## config.mk

```make
export PLATFORM = sky130hd
export DESIGN_NAME = rv32_hazard_ctrl
export DESIGN_NICKNAME = d
export VERILOG_FILES = /design/src/rtl/rv32_hazard_ctrl.sv
export SDC_FILE = /design/constraint.sdc
export NUM_CORES = 1
export LEC_CHECK = 0
export ABC_AREA = 1
export CAP_MARGIN = 15
export CORE_MARGIN = 2
export CORE_UTILIZATION = 49
export CTS_BUF_LIST = sky130_fd_sc_hd__clkbuf_8 sky130_fd_sc_hd__clkbuf_16
export DETAILED_ROUTE_END_ITERATION = 8
export HOLD_SLACK_MARGIN = 0.15
export PLACE_DENSITY_LB_ADDON = 0.15
export SYNTH_ARGS = -nofsm -noshare
export SYNTH_HDL_FRONTEND = slang
export SYNTH_SLANG_ARGS = --single-unit
```

## constraint.sdc

```tcl
create_clock -name clk -period 2.5 [get_ports clk]
set_input_delay 0.25 -clock clk [delete_from_list [all_inputs] [get_ports clk]]
set_output_delay 0.25 -clock clk [all_outputs]
set_load 0.05 [all_outputs]
```

## src/rtl/rv32_hazard_ctrl.sv

```systemverilog
// RV32 pipeline hazard controller: PC enable/busy, IF/ID flush,
// EX bubble insertion, halt/resume sequencing and stall statistics.
module rv32_hazard_ctrl #(
  parameter int unsigned INIT_CYCLES  = 2,
  parameter int unsigned FLUSH_CYCLES = 2
) (
  input  logic        clk,
  input  logic        rst_n,
  input  logic        halt_req,
  input  logic        resume,
  input  logic        redirect,
  input  logic        mem_wait,
  input  logic        load_use,
  input  logic        clr_stats,
  output logic        pc_enable,
  output logic        pc_busy,
  output logic        flush,
  output logic        bubble_ex,
  output logic        halted,
  output logic [2:0]  state,
  output logic [15:0] stall_cnt
);

  typedef enum logic [2:0] {
    S_INIT  = 3'd0,
    S_RUN   = 3'd1,
    S_STALL = 3'd2,
    S_FLUSH = 3'd3,
    S_HALT  = 3'd4
  } state_t;

  localparam logic [3:0] C_INIT  = 4'(INIT_CYCLES - 1);
  localparam logic [3:0] C_FLUSH = 4'(FLUSH_CYCLES - 1);

  state_t      r_state;
  state_t      w_state_nxt;
  logic [3:0]  r_cnt;
  logic [3:0]  w_cnt_nxt;
  logic [15:0] r_stall_cnt;

  logic w_run;
  logic w_stall;
  logic w_flush_st;
  logic w_init;
  logic w_halt;

  always_ff @(posedge clk or negedge rst_n) begin
    if (!rst_n) begin
      r_state <= S_INIT;
      r_cnt   <= C_INIT;
    end else begin
      r_state <= w_state_nxt;
      r_cnt   <= w_cnt_nxt;
    end
  end

  always_comb begin
    w_state_nxt = r_state;
    w_cnt_nxt   = r_cnt;
    unique case (r_state)
      S_INIT: begin
        if (r_cnt == 4'd0) w_state_nxt = S_RUN;
        else               w_cnt_nxt   = r_cnt - 4'd1;
      end
      S_RUN: begin
        if (halt_req) begin
          w_state_nxt = S_HALT;
        end else if (redirect) begin
          w_state_nxt = S_FLUSH;
          w_cnt_nxt   = C_FLUSH;
        end else if (mem_wait) begin
          w_state_nxt = S_STALL;
        end
      end
      S_STALL: begin
        if (halt_req)       w_state_nxt = S_HALT;
        else if (!mem_wait) w_state_nxt = S_RUN;
      end
      S_FLUSH: begin
        if (halt_req) begin
          w_state_nxt = S_HALT;
        end else if (redirect) begin
          w_cnt_nxt = C_FLUSH;
        end else if (mem_wait) begin
          w_cnt_nxt = r_cnt;
        end else if (r_cnt == 4'd0) begin
          w_state_nxt = S_RUN;
        end else begin
          w_cnt_nxt = r_cnt - 4'd1;
        end
      end
      S_HALT: begin
        if (resume && !halt_req) begin
          w_state_nxt = S_FLUSH;
          w_cnt_nxt   = C_FLUSH;
        end
      end
      default: begin
        w_state_nxt = S_INIT;
        w_cnt_nxt   = C_INIT;
      end
    endcase
  end

  assign w_init     = (r_state == S_INIT);
  assign w_run      = (r_state == S_RUN);
  assign w_stall    = (r_state == S_STALL);
  assign w_flush_st = (r_state == S_FLUSH);
  assign w_halt     = (r_state == S_HALT);

  // redirect and halt_req outrank a hazard raised in the same RUN cycle
  assign pc_busy = (w_run & (mem_wait | load_use) & ~redirect & ~halt_req)
                 | w_stall
                 | (w_flush_st & mem_wait);

  assign bubble_ex = w_run & load_use & ~mem_wait & ~redirect & ~halt_req;
  assign pc_enable = w_run | w_stall | w_flush_st;
  assign flush     = w_init | w_flush_st | w_halt;
  assign halted    = w_halt;
  assign state     = r_state;
  assign stall_cnt = r_stall_cnt;

  always_ff @(posedge clk or negedge rst_n) begin
    if (!rst_n) begin
      r_stall_cnt <= 16'd0;
    end else if (clr_stats) begin
      r_stall_cnt <= 16'd0;
    end else if (pc_busy && (r_stall_cnt != 16'hFFFF)) begin
      r_stall_cnt <= r_stall_cnt + 16'd1;
    end
  end

endmodule

```

==> flow_summary.json, run 1 <==
{
  "p_per_area_nw_per_um2": 793,
  "postPlaceCellArea_um2": 2060,
  "die_area_um2": 3970,
  "startpoint_type": "flip-flop",
  "crit_slowest_cell": "clkdlybuf4s50_1",
  "max-cap-violations": 0,
  "relSlewSlack": 0.659,
  "final_nets": 307,
  "cp.required_ns": 2.25,
  "core_um2": 3340,
  "root_buffer": "clkbuf_8",
  "dp_hpwl_um": 3120,
  "setup_viol": 0,
  "drcViolationCount": 0,
  "crit_type": "reg -> out",
  "clk_latency_ns": 0.27,
  "report.final.hold_viol_count": 0,
  "run_status": "completed",
  "track_usage": 0.220,
  "grt_remaining_overflow": 0,
  "vias": 1750,
  "cts_tree": "done",
  "postCtsSetupBuffers": 0,
  "dp_cells": 338,
  "rows": 21,
  "antenna_found_initial": 0,
  "io_pins": 32,
  "cp_cell_sequence": "nor2_1 -> inv_1 -> nor2_1 -> clkdlybuf4s50_1",
  "syn_inst": 263,
  "fin_crit_sh": 0.909,
  "path_clk_slew_ns": 0.09,
  "nFillCells": 328,
  "cp.arrival_ns": 2.02,
  "yosysSeqAreaShare": 0.338,
  "multi_input_area_um2": 1000,
  "fin_cells": 342,
  "period_minus_slack_ns": 2.27,
  "seq_area_um2": 577,
  "rrSetupSlack_ns": 0.62,
  "ctsResizeCount": 0,
  "tns_ns": 0,
  "skew_ns": 0.00856,
  "yosys_register_bits": 23,
  "synthDistinctLibCells": 26,
  "clockBufferDepth": 2,
  "n_antenna_cell": 0,
  "drt-initial-drc-count": 123,
  "totalWireLength_um": 4080,
  "crit_top_cell": "nor2_1",
  "avgSynthCellArea_um2": 6.48,
  "finalInstanceArea_um2": 2100,
  "hold_path_class": "in -> async",
  "p_leak_nw": 0.970,
  "slowest_delay_ns": 0.83,
  "die_w_um": 63.0,
  "syn_area_um2": 1700,
  "synth_area_leaders": "dfrtp_1, nand2_1, nand3_1",
  "worstMarginPinSlew_ns": 0.510,
  "viasPerCell": 5.12,
  "synth_nets": 273,
  "critPathLaunch": "state[1]",
  "yosysWarnings": 0,
  "grt_max_degree": 24,
  "ir_drop_mv": 0.693,
  "endpoint_kind": "output port",
  "place.gp.congestion": 0.941,
  "cts_buffers": 3,
  "firstDrtPassIters": 5,
  "r2r_start": "stall_cnt[0]",
  "wire_per_inst_um": 11.9,
  "start_util": 0.511,
  "clkSinkCount": 23,
  "die_h_um": 63.0,
  "synthDominantCellAreaShare": 0.323,
  "grt_pass1_wl_um": 7250,
  "layout-drive-gt1-share": 0.0912,
  "finalPower_w": 0.00167,
  "numPortBuffers": 31,
  "yosysTopAreaCell": "dfrtp_1",
  "rsz0062_at_grt": "false",
  "cts_max_level": 1,
  "path_max_fanout": 6,
  "antenna_left": 0,
  "slew_violations": 0,
  "clock.fmax_mhz": 440,
  "area_growth_pct": 23.5,
  "grt_pass1_vias": 1618,
  "cts_hold_buffers": 0
}
## logic make-up (layout without fill, tap and decap cells)
group | after synthesis | after routing | share of synthesized area
compound gates | 16 | 16 | 0.0595
buf+inv | 31 | 64 | 0.0749
flops | 23 | 23 | 0.338
xor+xnor | 8 | 8 | 0.0411
fa+ha+maj | 2 | 2 | 0.0147
simple gates | 183 | 183 | 0.471
## layer usage
metal | global-route usage | routed length (um) | up-vias
li1 | - | - | 904
met1 | 0.330 | 1960 | 782
met2 | 0.338 | 1830 | 60
met5 | 0 | 0 | -
met4 | 0.0556 | 29 | 0
met3 | 0.0252 | 258 | 4
## placed cells by master, fill, tap and decap left out, drive strengths merged
cell	n
nand2	89
buf	4
dfrtp	22
nand3b	2
inv	26
clkinv	1
a21oi	2
dfstp	1
xor2	7
nand4	7
a21o	1
xnor2	1
nor3	5
clkbuf	3
clkinvlp	1
ha	2
nand3	34
clkdlybuf4s50	29
o21ai	13
nor2	46
## where the power goes
part	internal (W)	total, W	switching [W]
Combinational	0.000289	0.000934	0.000645
Sequential	0.000429	0.000492	0.0000628
Clock	0.000113	0.000241	0.000129
Total	0.000831	0.00167	0.000836
## synthesized netlist by cell type
master / count
nand2_1: 84
nor2_1: 42
nand3_1: 34
dfrtp_1: 22
inv_1: 22
nand4_1: 7
o21ai_0: 7
xor2_1: 7
nor3_1: 5
o21ai_2: 5
inv_2: 4
nand2_2: 3
a21oi_1: 2
clkbuf_1: 2
ha_1: 2
nand2_4: 2
nand3b_1: 2
nor2_2: 2
nor2_4: 2
a21o_1: 1
buf_4: 1
buf_6: 1
clkinv_1: 1
dfstp_2: 1
o21ai_1: 1
xnor2_1: 1
## critical path, delay by kind of cell (launching register included)
family | cells | cell delay, ns
buffers and inverters | 2 | 0.95
and+or+nand+nor | 2 | 0.37
DFF | 1 | 0.45
## final cells by class
type / count / share of cell area
multi-input combinational: 209 / 0.475
clock inverter: 1 / 0.00357
clock buffer: 3 / 0.0196
inverter: 27 / 0.0482
timing repair buffer: 33 / 0.152
tap: 46 / 0.0273
sequential: 23 / 0.274
## sequential cells by signal (all words and copies together) (netlist names)
register / flops
r_cnt: 4
stall_cnt: 16
state: 3
## stage by stage
step	worst slack (ns)	utilization	hold WS [ns]
finish	0.227	0.631	0.323
global route	0.112	0.631	0.355
CTS	0.246	0.631	0.339
detailed placement	0.537	0.616	0.474
global placement	0.604	0.616	0.470
floorplan	0.202	-	-0.0456
## worst paths after layout
check	to	cells past startpoint
setup / recovery	halted	4
setup reg to reg	stall_cnt[12]	10
min in group clk	r_cnt[0]	2
hold / removal	stall_cnt[11]	2
max in group asynchronous	r_cnt[0]	2
hold reg to reg	r_cnt[0]	2
Note: power is estimated with default switching activity, not from simulation.
==> inputs of run 2 (changes only) <==
--- a/config.mk
+++ b/config.mk
@@ -7,12 +7,13 @@
 export LEC_CHECK = 0
 export ABC_AREA = 1
 export CAP_MARGIN = 15
-export CORE_MARGIN = 2
+export CORE_MARGIN = 1
 export CORE_UTILIZATION = 49
 export CTS_BUF_LIST = sky130_fd_sc_hd__clkbuf_8 sky130_fd_sc_hd__clkbuf_16
 export DETAILED_ROUTE_END_ITERATION = 8
 export HOLD_SLACK_MARGIN = 0.15
-export PLACE_DENSITY_LB_ADDON = 0.15
+export PLACE_DENSITY = 0.8
 export SYNTH_ARGS = -nofsm -noshare
 export SYNTH_HDL_FRONTEND = slang
 export SYNTH_SLANG_ARGS = --single-unit
+export TNS_END_PERCENT = 50
==> run 2 against run 1 <==
Fmax rose by 1.1%. Design area did not move. Via count rose by 2.9%. Setup slack improved by 0.025 ns. Routed wire length rose by 2.7%. Clock skew barely moved. Non-clock buffer count did not move. Register-to-register slack got worse by 0.09 ns. Power rose by 0.35%. Sequential share of layout area did not move. Die area fell by 6.3%.
==> flow_summary.json, run 2 (synthesized netlist as in run 1, its figures left out) <==
{
  "layout-drive-gt1-share": 0.0912,
  "power.switching_w": 0.000843,
  "totalWireLength_um": 4190,
  "largest_reg_flops": 16,
  "cp.required_ns": 2.25,
  "clock.fmax_mhz": 445,
  "run_status": "completed",
  "ir_drop_mv": 0.787,
  "cts_buffers": 3,
  "startpoint_type": "flip-flop",
  "die_h_um": 61.0,
  "crit_top_cell": "nor2_1",
  "numPortBuffers": 31,
  "viasPerCell": 5.26,
  "cp_top_family": "buffers and inverters",
  "place.gp.congestion": 0.966,
  "max-cap-violations": 0,
  "clkSinkCount": 23,
  "die_area_um2": 3720,
  "setup_viol": 0,
  "cts_max_level": 1,
  "layout_commonest_cell": "nand2_1",
  "slew_violations": 0,
  "p_leak_nw": 0.970,
  "root_buffer": "clkbuf_8",
  "final_nets": 307,
  "crit_slowest_cell": "clkdlybuf4s50_1",
  "reg2reg_depth": 10,
  "mostFrequentLayoutCells": "nand2_1, nor2_1, nand3_1",
  "grt_pass1_wl_um": 6580,
  "hold_path_class": "in -> async",
  "relSlewSlack": 0.655,
  "cts_tree": "done",
  "slowest_delay_ns": 0.82,
  "cp.buffers_inverters": 2,
  "grt_pass1_vias": 1507,
  "cts_hold_buffers": 0,
  "rows": 21,
  "cp_cell_sequence": "nor2_1 -> inv_1 -> nor2_1 -> clkdlybuf4s50_1",
  "n_antenna_cell": 0,
  "period_minus_slack_ns": 2.25,
  "comb_power_share": 0.560,
  "clockBufferDepth": 2,
  "endpoint_kind": "output port",
  "crit_type": "reg -> out",
  "io_pins": 32,
  "pwr-share-clk": 0.145,
  "worstMarginPinSlew_ns": 0.515,
  "ctsResizeCount": 0,
  "tns_ns": 0,
  "vias": 1800,
  "grt_max_degree": 18,
  "clk_latency_ns": 0.27,
  "wire_per_inst_um": 12.2,
  "path_clk_slew_ns": 0.09,
  "firstDrtPassIters": 5,
  "grt_remaining_overflow": 0,
  "drcViolationCount": 0,
  "final_core_util": 0.631,
  "area_growth_pct": 23.5,
  "antenna_found_initial": 0,
  "power_switching_share": 0.503,
  "rsz0062_at_grt": "false",
  "drt-initial-drc-count": 173,
  "cp.arrival_ns": 2.00,
  "nFillCells": 328,
  "report.final.hold_viol_count": 0,
  "fin_crit_sh": 0.900,
  "p_int_w": 0.000831,
  "cp.depth": 4,
  "track_usage": 0.239,
  "seqPwrFrac": 0.295,
  "path_max_fanout": 6,
  "dp_hpwl_um": 3220,
  "die_w_um": 61.0,
  "postCtsSetupBuffers": 0,
  "start_util": 0.511,
  "p_per_area_nw_per_um2": 795,
  "core_um2": 3340,
  "multi_input_area_um2": 1000,
  "skew_ns": 0.00811,
  "seq_area_um2": 577,
  "antenna_left": 0
}
[run 2: cell counts in the layout (fill, tap and decap cells not counted)]
No cell type changed its count.
[run 2: power groups by stage]
stage | Combinational [W] | Sequential, W | Clock [W]
floorplan | 0.000601 | 0.000584 | 0
global placement | 0.000923 | 0.000495 | 0
detailed placement | 0.000930 | 0.000499 | 0
CTS | 0.000934 | 0.000492 | 0.000245
global route | 0.00104 | 0.000501 | 0.000258
finish | 0.000938 | 0.000493 | 0.000242
[run 2: layer usage]
| layer | up-vias | share of wire | track usage |
|---|---|---|---|
| met5 | - | 0 | 0 |
| li1 | 908 | - | - |
| met1 | 825 | 0.48 | 0.347 |
| met3 | 2 | 0.056 | 0.0299 |
| met2 | 65 | 0.46 | 0.372 |
| met4 | 0 | 0.0050 | 0.0714 |
[run 2: final timing paths]
kind / start / end / slack, ns
setup / recovery: state[1] / halted / 0.25
hold / removal: rst_n / stall_cnt[13] / 0.31
setup reg to reg: stall_cnt[0] / stall_cnt[12] / 0.53
hold reg to reg: r_cnt[0] / r_cnt[0] / 0.48
max in group asynchronous: rst_n / state[1] / 1.62
min in group clk: r_cnt[0] / r_cnt[0] / 0.48
[run 2: through the flow]
step	hold slack (ns)	cell area, um2	power (W)	std cells	setup WS, ns
floorplan	-0.0456	1700	0.00119	263	0.202
global placement	0.471	2060	0.00142	338	0.607
detailed placement	0.472	2060	0.00143	338	0.557
CTS	0.334	2100	0.00167	342	0.249
global route	0.349	2100	0.00179	342	0.0852
finish	0.313	2100	0.00167	342	0.251
[run 2: area by class of cell]
cell class / instances / area share
inverter: 27 / 0.0482
multi-input combinational: 209 / 0.475
timing repair buffer: 33 / 0.152
clock buffer: 3 / 0.0196
clock inverter: 1 / 0.00357
sequential: 23 / 0.274
tap: 46 / 0.0273
